<file path="config.mk">
export PLATFORM = sky130hd
export DESIGN_NAME = pulse2_ctrl_flat
export DESIGN_NICKNAME = d
export VERILOG_FILES = /design/src/rtl/pulse2_ctrl_if.sv /design/src/rtl/pulse2_ctrl.sv /design/src/flat_wrapper.sv
export SDC_FILE = /design/constraint.sdc
export NUM_CORES = 1
export LEC_CHECK = 0
export ABC_AREA = 1
export CORE_ASPECT_RATIO = 1.1
export CORE_MARGIN = 2
export CORE_UTILIZATION = 35
export CTS_CLUSTER_DIAMETER = 60
export CTS_CLUSTER_SIZE = 30
export DETAILED_ROUTE_END_ITERATION = 12
export GPL_TIMING_DRIVEN = 0
export SLEW_MARGIN = 20
export SYNTH_ARGS = -nofsm -noshare
export SYNTH_HDL_FRONTEND = slang
export SYNTH_SLANG_ARGS = --single-unit
</file>
<file path="constraint.sdc">
create_clock -name clk -period 2.5 [get_ports clk]
set_input_delay 0.5 -clock clk [delete_from_list [all_inputs] [get_ports clk]]
set_output_delay 0.5 -clock clk [all_outputs]
set_load 0.03 [all_outputs]
</file>
<file path="src/rtl/pulse2_ctrl_if.sv">
// CPU-side register bus for pulse channel 2: write port plus combinational read-back.
interface pulse2_ctrl_if;
  logic       wr_en;
  logic [1:0] wr_addr;
  logic [7:0] wr_data;
  logic [1:0] rd_addr;
  logic [7:0] rd_data;

  modport master (
    output wr_en,
    output wr_addr,
    output wr_data,
    output rd_addr,
    input  rd_data
  );

  modport slave (
    input  wr_en,
    input  wr_addr,
    input  wr_data,
    input  rd_addr,
    output rd_data
  );
endinterface

</file>
<file path="src/rtl/pulse2_ctrl.sv">
// Pulse channel 2 register front-end and frame sequencer.
// Decodes NR21..NR24 writes into channel fields, derives the 256/128/64 Hz
// sequencer clocks from clk, and holds the trigger level until every
// sequencer clock has produced a rising edge while it was high.
//
// Trigger FSM:
//   state    | meaning
//   ST_IDLE  | trigger low, seen flags ignored
//   ST_ARMED | trigger high, collecting 256/128/64 Hz rising edges
module pulse2_ctrl #(
  parameter int CLK_DIV = 8192
) (
  input  logic              clk,
  input  logic              rst,
  pulse2_ctrl_if.slave      bus,
  output logic              o_clk_256,
  output logic              o_clk_128,
  output logic              o_clk_64,
  output logic [10:0]       o_freq,
  output logic [5:0]        o_length_load,
  output logic [1:0]        o_duty_cycle,
  output logic [3:0]        o_starting_volume,
  output logic [2:0]        o_period,
  output logic              o_env_add,
  output logic              o_length_enable,
  output logic              o_trigger
);

  localparam int DIV_W = (CLK_DIV > 1) ? $clog2(CLK_DIV) : 1;
  localparam logic [DIV_W-1:0] DIV_MAX = DIV_W'(CLK_DIV - 1);

  localparam logic [1:0] A_NR21 = 2'd0;
  localparam logic [1:0] A_NR22 = 2'd1;
  localparam logic [1:0] A_NR23 = 2'd2;
  localparam logic [1:0] A_NR24 = 2'd3;

  localparam logic [0:0] ST_IDLE  = 1'b0;
  localparam logic [0:0] ST_ARMED = 1'b1;

  logic [DIV_W-1:0] r_div;
  logic [2:0]       r_step;
  logic [0:0]       r_state;
  logic [2:0]       r_seen;   // {s64, s128, s256}

  logic [10:0] r_freq;
  logic [5:0]  r_length_load;
  logic [1:0]  r_duty_cycle;
  logic [3:0]  r_starting_volume;
  logic [2:0]  r_period;
  logic        r_env_add;
  logic        r_length_enable;

  logic       w_wrap;
  logic       w_rise_256;
  logic       w_rise_128;
  logic       w_rise_64;
  logic       w_arm;
  logic [7:0] w_rd_data;

  // Rising edges are known one edge early from the step about to increment,
  // so they line up with the edge where the sequencer clock actually goes high.
  always_comb begin
    w_wrap     = (r_div == DIV_MAX);
    w_rise_256 = w_wrap && !r_step[0];
    w_rise_128 = w_wrap && (r_step[1:0] == 2'b01);
    w_rise_64  = w_wrap && (r_step == 3'b011);
    w_arm      = bus.wr_en && (bus.wr_addr == A_NR24) && bus.wr_data[7];
  end

  // Frame sequencer: divider wraps at CLK_DIV-1 and advances the 3-bit step.
  always_ff @(posedge clk) begin
    if (rst) begin
      r_div  <= '0;
      r_step <= '0;
    end else if (w_wrap) begin
      r_div  <= '0;
      r_step <= r_step + 3'd1;
    end else begin
      r_div  <= r_div + DIV_W'(1);
    end
  end

  // Register file: every write is accepted, last write wins.
  always_ff @(posedge clk) begin
    if (rst) begin
      r_freq            <= '0;
      r_length_load     <= '0;
      r_duty_cycle      <= '0;
      r_starting_volume <= '0;
      r_period          <= '0;
      r_env_add         <= 1'b0;
      r_length_enable   <= 1'b0;
    end else if (bus.wr_en) begin
      case (bus.wr_addr)
        A_NR21: begin
          r_duty_cycle  <= bus.wr_data[7:6];
          r_length_load <= bus.wr_data[5:0];
        end
        A_NR22: begin
          r_starting_volume <= bus.wr_data[7:4];
          r_env_add         <= bus.wr_data[3];
          r_period          <= bus.wr_data[2:0];
        end
        A_NR23: begin
          r_freq[7:0] <= bus.wr_data;
        end
        default: begin
          r_length_enable <= bus.wr_data[6];
          r_freq[10:8]    <= bus.wr_data[2:0];
        end
      endcase
    end
  end

  // Trigger hold: arming clears the flags, so a rise on the arming edge never
  // counts; release happens one edge after all three flags are set.
  always_ff @(posedge clk) begin
    if (rst) begin
      r_state <= ST_IDLE;
      r_seen  <= '0;
    end else if (w_arm) begin
      r_state <= ST_ARMED;
      r_seen  <= '0;
    end else if (r_state == ST_ARMED) begin
      if (&r_seen) begin
        r_state <= ST_IDLE;
      end else begin
        r_seen <= r_seen | {w_rise_64, w_rise_128, w_rise_256};
      end
    end
  end

  // Read-back with write-only bits returning 1.
  always_comb begin
    w_rd_data = 8'hFF;
    case (bus.rd_addr)
      A_NR21:  w_rd_data = {r_duty_cycle, 6'h3F};
      A_NR22:  w_rd_data = {r_starting_volume, r_env_add, r_period};
      A_NR23:  w_rd_data = 8'hFF;
      default: w_rd_data = {1'b1, r_length_enable, 6'h3F};
    endcase
  end

  assign bus.rd_data       = w_rd_data;
  assign o_clk_256         = r_step[0];
  assign o_clk_128         = r_step[1];
  assign o_clk_64          = r_step[2];
  assign o_freq            = r_freq;
  assign o_length_load     = r_length_load;
  assign o_duty_cycle      = r_duty_cycle;
  assign o_starting_volume = r_starting_volume;
  assign o_period          = r_period;
  assign o_env_add         = r_env_add;
  assign o_length_enable   = r_length_enable;
  assign o_trigger         = (r_state == ST_ARMED);

endmodule

</file>
<file path="src/flat_wrapper.sv">
// flat-port wrapper written by rule: the top's interface ports become plain ports
module pulse2_ctrl_flat 
#(
  parameter int CLK_DIV = 8192
)
  (clk, rst, o_clk_256, o_clk_128, o_clk_64, o_freq, o_length_load, o_duty_cycle, o_starting_volume, o_period, o_env_add, o_length_enable, o_trigger, bus_wr_en, bus_wr_addr, bus_wr_data, bus_rd_addr, bus_rd_data);
  pulse2_ctrl_if bus_i ();
  input  logic clk;
  input  logic rst;
  output logic o_clk_256;
  output logic o_clk_128;
  output logic o_clk_64;
  output logic [10:0] o_freq;
  output logic [5:0] o_length_load;
  output logic [1:0] o_duty_cycle;
  output logic [3:0] o_starting_volume;
  output logic [2:0] o_period;
  output logic o_env_add;
  output logic o_length_enable;
  output logic o_trigger;
  input wire logic [$bits(bus_i.wr_en)-1:0] bus_wr_en;
  input wire logic [$bits(bus_i.wr_addr)-1:0] bus_wr_addr;
  input wire logic [$bits(bus_i.wr_data)-1:0] bus_wr_data;
  input wire logic [$bits(bus_i.rd_addr)-1:0] bus_rd_addr;
  output wire logic [$bits(bus_i.rd_data)-1:0] bus_rd_data;
  assign bus_i.wr_en = bus_wr_en;
  assign bus_i.wr_addr = bus_wr_addr;
  assign bus_i.wr_data = bus_wr_data;
  assign bus_i.rd_addr = bus_rd_addr;
  assign bus_rd_data = bus_i.rd_data;
  pulse2_ctrl #(.CLK_DIV(CLK_DIV)) u_core (.clk(clk), .rst(rst), .bus(bus_i), .o_clk_256(o_clk_256), .o_clk_128(o_clk_128), .o_clk_64(o_clk_64), .o_freq(o_freq), .o_length_load(o_length_load), .o_duty_cycle(o_duty_cycle), .o_starting_volume(o_starting_volume), .o_period(o_period), .o_env_add(o_env_add), .o_length_enable(o_length_enable), .o_trigger(o_trigger));
endmodule
</file>
==> metrics.yaml <==
outcome:
  status: "finished clean"
drt:
  firstDrtPassIters: 4
  vias: 1729
  postRouteWirelength_um: 4270
  postRouteAntennaNets: 0
  drc: 0
  routed_via_density: 4.41
  drt-initial-drc-count: 76
  wl_per_cell_um: 10.9
synthesis:
  synth_seq_cells: 48
  ys_types: 26
  synth_fp_nets: 275
  yosys_warnings: 0
  yosysSeqAreaShare_pct: 48.8
  netlist_instances: 256
  syn_area_per_cell_um2: 7.69
  syn_area_mm2: 0.00197
clock_tree:
  cts-htree-levels: 2
  cts_buffers: 5
  clkLatencyLatePin_ps: 290
  postCtsHoldBufs: 0
  clockBufferDepth: 2
  cts-root-buf: "clkbuf_8"
  tritoncts: "done"
  clkTransAtPathRegs_ps: 70
  clkSinkCount: 48
finish:
  fill_cells: 579
  final_cell_mix: "57 x nor2_1, 48 x dfxtp_1, 47 x clkdlybuf4s50_1, 32 x nand2_1"
  nets: 336
  syn_to_final_growth_pct: 35.7
  final_common_cell: "nor2_1"
  drive_gt1_share_pct: 8.52
  n_antenna_cell: 0
  fin_cells: 392
timing:
  fmax_mhz: 421
  fin_ws_ps: 122
  slew_headroom_pct: 73.8
  finalMaxSlewViolations: 0
  finalHoldViolCount: 0
  fin_crit_ps: 2380
  finalCritPeriodShare_pct: 95.1
  skew_ps: 7.17
  worst_slew_pin_slew_ps: 391
  grt_setup_unrepaired: "false"
  setup_viol: 0
setup_path:
  crit_arrival_ps: 1880
  required_ps: 2000
  cpMostUsedCell: "clkdlybuf4s50_1"
  path_cells: "clkdlybuf4s50_1, a21oi_1, o21ai_0, clkdlybuf4s50_1"
  path_max_fanout: 5
  startpoint_type: "input port"
  r2r_slack_ps: 1080
  crit_path_start: "bus_rd_addr[0]"
  path_class: "input port to primary output"
  cp-end-kind: "primary output"
  crit_family: "buffers and inverters"
  cp_num_cells: 4
  cpPeakStageDelay_ps: 690
  worst_r2r_endpoint: "u_core.r_div[2]"
  r2r_start: "u_core.r_div[0]"
  path_buf_inv: 2
  rr_worst_depth: 8
  critPathCapture: "bus_rd_data[7]"
  crit_path_top_delay_cell: "clkdlybuf4s50_1"
worst_hold_path:
  min_path_type: "flip-flop to flip-flop"
die:
  die_area_mm2: 0.00624
  rows: 28
  die_y_um: 82.7
  start_util_pct: 36.5
  boundaryPins: 55
  die_w_um: 75.5
  core_mm2: 0.00540
place:
  gp_congestion: 0.749
  place_inst: 385
  pre_cts_ws_ps: -138
  hpwl_um: 3270
  portBuffers: 54
power:
  p_clk_share_pct: 29.0
  p_per_area_mw_per_mm2: 544
  combinationalPowerShare_pct: 15.5
  vdd_drop_max_mv: 0.263
  p_leak_nw: 1.07
  power.internal_mw: 1.07
  p_switching_uw: 381
  p_total_mw: 1.45
  pwr-share-seq_pct: 55.5
  swShare_pct: 26.2
grt:
  grt_pass1_vias: 1511
  grt_max_degree: 14
  grtUsageTotal_pct: 14.7
  gr-total-overflow: 0
  antenna_found_initial: 0
  grt_pass1_wl_um: 6930
flow_run:
  cap_violations: 0
==> per-layer routing <==
layer  part of all wire, %  vias to the layer above  wire, um  global-route usage (%)
met5                     0                        -         0                       0
met4                   1.5                        0        63                    5.26
met3                   5.3                        6       225                    4.00
met2                    43                       40      1830                    20.9
met1                    50                      756      2160                    21.2
li1                      -                      927         -                       -
==> power groups by stage <==
stage          combinational, mW  sequential [mW]  clock, mW
3_3_place_gp               0.232            0.825          0
2_1_floorplan             0.0812            0.868          0
4_1_cts                    0.228            0.808      0.443
3_5_place_dp               0.233            0.826          0
6_report                   0.226            0.807      0.422
5_1_grt                    0.243            0.811      0.480
==> flip-flops by register name, summed over array words and instances, names as in the netlist <==
name	flops
u_core.o_duty_cycle	2
u_core.o_env_add	1
u_core.o_freq	11
u_core.o_length_enable	1
u_core.o_length_load	6
u_core.o_period	3
u_core.o_starting_volume	4
u_core.o_trigger	1
u_core.r_div	13
u_core.r_seen	3
u_core.r_step	3
==> logic make-up (layout without fill, tap and decap cells) <==
family	Yosys count	after routing	share of synthesized area [%]
simple gates	121	121	28.1
flops	48	48	48.8
compound gates	47	47	12.6
buf+inv	32	93	6.23
fa+ha+maj	4	4	2.54
xor+xnor	4	4	1.78
==> metrics by stage <==
stage	utilization, %	area (um^2)	TNS [ps]	hold WS, ps
after floorplan	-	1970	0	418
after global placement	48.3	2600	-837	431
after detailed placement	48.3	2600	-850	446
after CTS	49.5	2670	0	458
after global routing	49.5	2670	0	490
final	49.5	2670	0	454
==> layout make-up <==
class / count / area (um^2) / share of cell area, %
Inverter: 29 / 109 / 4.07
Tap cell: 75 / 93.8 / 3.51
Sequential cell: 48 / 961 / 36.0
Clock buffer: 6 / 72.6 / 2.72
Clock inverter: 1 / 5.00 / 0.187
Buffer: 3 / 13.8 / 0.515
Timing Repair Buffer: 54 / 532 / 19.9
Multi-Input combinational cell: 176 / 886 / 33.1
==> timing repair <==
action / CTS / global route
resized for setup: 7 / 0
setup endpoints to repair: 7 / 0
setup buffers: 0 / 0
==> cells in the mapped netlist (all sizes together) <==
library cell / count / area share [%]
a21oi: 18 / 5.0
nand2: 36 / 7.9
clkbuf: 1 / 0.19
buf: 2 / 0.51
o21a: 1 / 0.38
clkinv: 1 / 0.19
dfxtp: 48 / 49
ha: 4 / 2.5
nor3: 6 / 1.8
nor2: 62 / 14
xor2: 1 / 0.44
o21bai: 1 / 0.38
or2: 7 / 2.2
nand3: 10 / 2.5
inv: 28 / 5.3
xnor2: 3 / 1.3
o21ai: 27 / 6.9
==> worst min-delay path by stage <==
stage / start / to / slack, ps / cells past startpoint
after floorplan: u_core.r_div[0] / u_core.r_div[0] / 420 / 1
after CTS: u_core.r_seen[2] / u_core.r_seen[2] / 460 / 2
after global routing: u_core.o_freq[9] / u_core.o_freq[9] / 490 / 2
final: u_core.r_seen[2] / u_core.r_seen[2] / 450 / 2
after global placement: u_core.r_div[0] / u_core.r_div[0] / 430 / 1
after detailed placement: u_core.r_seen[2] / u_core.r_seen[2] / 450 / 2
==> worst min-delay path, cell delays in order (launching register included) <==
cell,delay (ps)
dfxtp_1,310
inv_1,40
a21oi_1,50
(Power assumes the default switching activity.)
==> RTL edit, RTL diff (same flow settings) <==
`CLK_DIV` is set to 8192 in 2 places; all go to 4096.
--- a/src/rtl/pulse2_ctrl.sv
+++ b/src/rtl/pulse2_ctrl.sv
@@ -10,3 +10,3 @@
 module pulse2_ctrl #(
-  parameter int CLK_DIV = 8192
+  parameter int CLK_DIV = 4096
 ) (
--- a/src/flat_wrapper.sv
+++ b/src/flat_wrapper.sv
@@ -3,3 +3,3 @@
 #(
-  parameter int CLK_DIV = 8192
+  parameter int CLK_DIV = 4096
 )
Formal check against the unedited RTL: same outputs for any inputs over 10 cycles, from zero or initial values and one cycle with rst high; that may be too few to reach the edited logic, so the function may still have changed.
==> RTL edit against the original RTL <==
  * Sequential cell count decreased by 1
  * Critical endpoint unchanged
  * Cell area up 1.4%
  * Sequential power fell by 2%
  * Non-clock buffer count is 1 higher
  * Wire length rose by 0.98%
  * Worst setup slack gained 3.5 ps
  * Clock skew rose by 1.2 ps
  * Synthesized area shrank 0.13%
  * Total power rose by 9.1%
  * Die area decreased by 0.12%
==> RTL edit: results (changes against the original RTL) <==
outcome:
  status: "finished, final reports clean"  # unchanged
final_layout:
  drive_above_1_share_pct: 12.03  # was 8.517%
  antenna_cells: 0  # unchanged
  fin_nets: 334  # was 336
  nFillCells: 558  # was 579
setup_path:
  worstReg2RegEnd: "u_core.r_div[9]"  # was u_core.r_div[2]
  ff2ff_setup_slack_ps: 1150  # was 1080 ps
  reg2reg_depth: 7  # was 8
synth:
  synthCells: 254  # was 256
  yosys-top-cells-count: "nor2_1 (54), dfxtp_1 (47), nand2_1 (35), o21ai_0 (28)"  # was nor2_1 (57), dfxtp_1 (48), nand2_1 (32), inv_1 (27), o21ai_0 (27)
  synth_fp_nets: 273  # was 275
  yosysSeqAreaShare_pct: 47.84  # was 48.79%
  synth_area_leaders: "dfxtp_1 (48%), nor2_1 (10%), o21ai_0 (7.1%), nand2_1 (6.7%), a21oi_1 (5.1%)"  # was dfxtp_1 (49%), nor2_1 (11%), o21ai_0 (6.9%), nand2_1 (6.1%), inv_1 (5.1%)
  synth.distinct_cells: 27  # was 26
  yosys_warnings: 0  # unchanged
grt:
  grt_use_met3_pct: 3.641  # was 4.005%
  globalRouteMet1Util_pct: 20.55  # was 21.25%
  grt_max_degree: 15  # was 14
  grt_pass1_vias: 1518  # was 1511
  grt_pass1_wl_mm: 7.051  # was 6.934 mm
  grt_usage_pct: 14.97  # was 14.73%
  use_met2_pct: 22.52  # was 20.87%
drt:
  wl_per_cell_um: 11.04  # was 10.90 um
  drtIter0Drc: 74  # was 76
  dr_total_vias: 1686  # was 1729
sta:
  fin_worst_skew_ps: 8.401  # was 7.172 ps
  max_slew_margin_pct: 76.69  # was 73.83%
pwr:
  ir_drop_mv: 0.2652  # was 0.2628 mV
placement:
  gp_congestion: 0.7760  # was 0.7491
  dpl.cell_count: 383  # was 385
  post-dp-hpwl_mm: 3.329  # was 3.267 mm
cts:
  htreeDepth: 2  # unchanged
  clockBufferDepth: 2  # unchanged
hold_path:
  holdPathStages: 1  # was 2
  hp-start: "u_core.r_div[0]"  # was u_core.r_seen[2]
  hold_end: "u_core.r_div[0]"  # was u_core.r_seen[2]
## RTL edit: changes by cell type in the layout (fill, tap and decap cells not counted), moves of 3 or more
| cell | unedited run | this run |
|---|---|---|
| nand2_1 | 32 | 35 |
| nor2_1 | 57 | 54 |
| nor3_1 | 5 | 1 |
| nand3_1 | 10 | 6 |
| nand3_2 | 0 | 3 |
| a21oi_1 | 16 | 20 |
| inv_1 | 27 | 20 |
| inv_2 | 1 | 6 |
## RTL edit: cell families (layout without fill, tap and decap cells)
logic type,count (synthesis),in the layout,share of synthesized area (%)
and+or+nand+nor,121,121,29.39
xor gates and xnor gates,3,3,1.336
AOI/OAI and AO/OA,49,49,12.60
DFF,47,47,47.84
adders and majority gates,4,4,2.545
buffers and inverters,30,92,6.297
## RTL edit: final cells by class
type / count / area (um^2) / area share (%)
Timing Repair Buffer: 54 / 531.8 / 19.62
Multi-Input combinational cell: 177 / 902.1 / 33.29
Tap cell: 75 / 93.84 / 3.463
Clock buffer: 6 / 82.58 / 3.047
Inverter: 26 / 97.59 / 3.601
Sequential cell: 47 / 940.9 / 34.72
Clock inverter: 2 / 35.03 / 1.293
Buffer: 4 / 26.28 / 0.9695
## RTL edit: stage by stage
step | hold WS, ps | setup TNS (ps) | cell area [um^2] | setup WS, ps | power, mW
floorplan | 417.5 | 0 | 1967 | 629.5 | 0.9343
global placement | 427.7 | -825.6 | 2601 | -138.1 | 1.043
detailed placement | 438.0 | -805.3 | 2601 | -138.9 | 1.045
CTS | 454.0 | 0 | 2710 | 111.7 | 1.603
global route | 485.9 | 0 | 2710 | 0.02354 | 1.646
finish | 454.5 | 0 | 2710 | 125.4 | 1.588
## RTL edit: worst max-delay path by stage
stage / endpoint / slack (ps)
2_1_floorplan: bus_rd_data[6] / 630
3_3_place_gp: bus_rd_data[6] / -140
3_5_place_dp: bus_rd_data[6] / -140
4_1_cts: bus_rd_data[1] / 110
5_1_grt: bus_rd_data[7] / 0.02
6_report: bus_rd_data[7] / 130
## RTL edit: worst max-delay path, cell delays in order
cell and delay (ps):
clkdlybuf4s50_1 530, a21oi_1 80, o21ai_0 70, clkdlybuf4s50_1 690
## RTL edit: report_power, final
part	leakage [nW]	internal, mW	switching [mW]	total, mW
Clock	0.0612	0.324	0.245	0.568
Combinational	0.626	0.0937	0.135	0.228
Sequential	0.383	0.775	0.0158	0.791
Total	1.07	1.19	0.395	1.59
## RTL edit: layer usage
layer  share of wire (%)  vias up
met5                   0        -
met2                  45       36
li1                    -      927
met3                 4.7        5
met4                 1.7        0
met1                  49      718
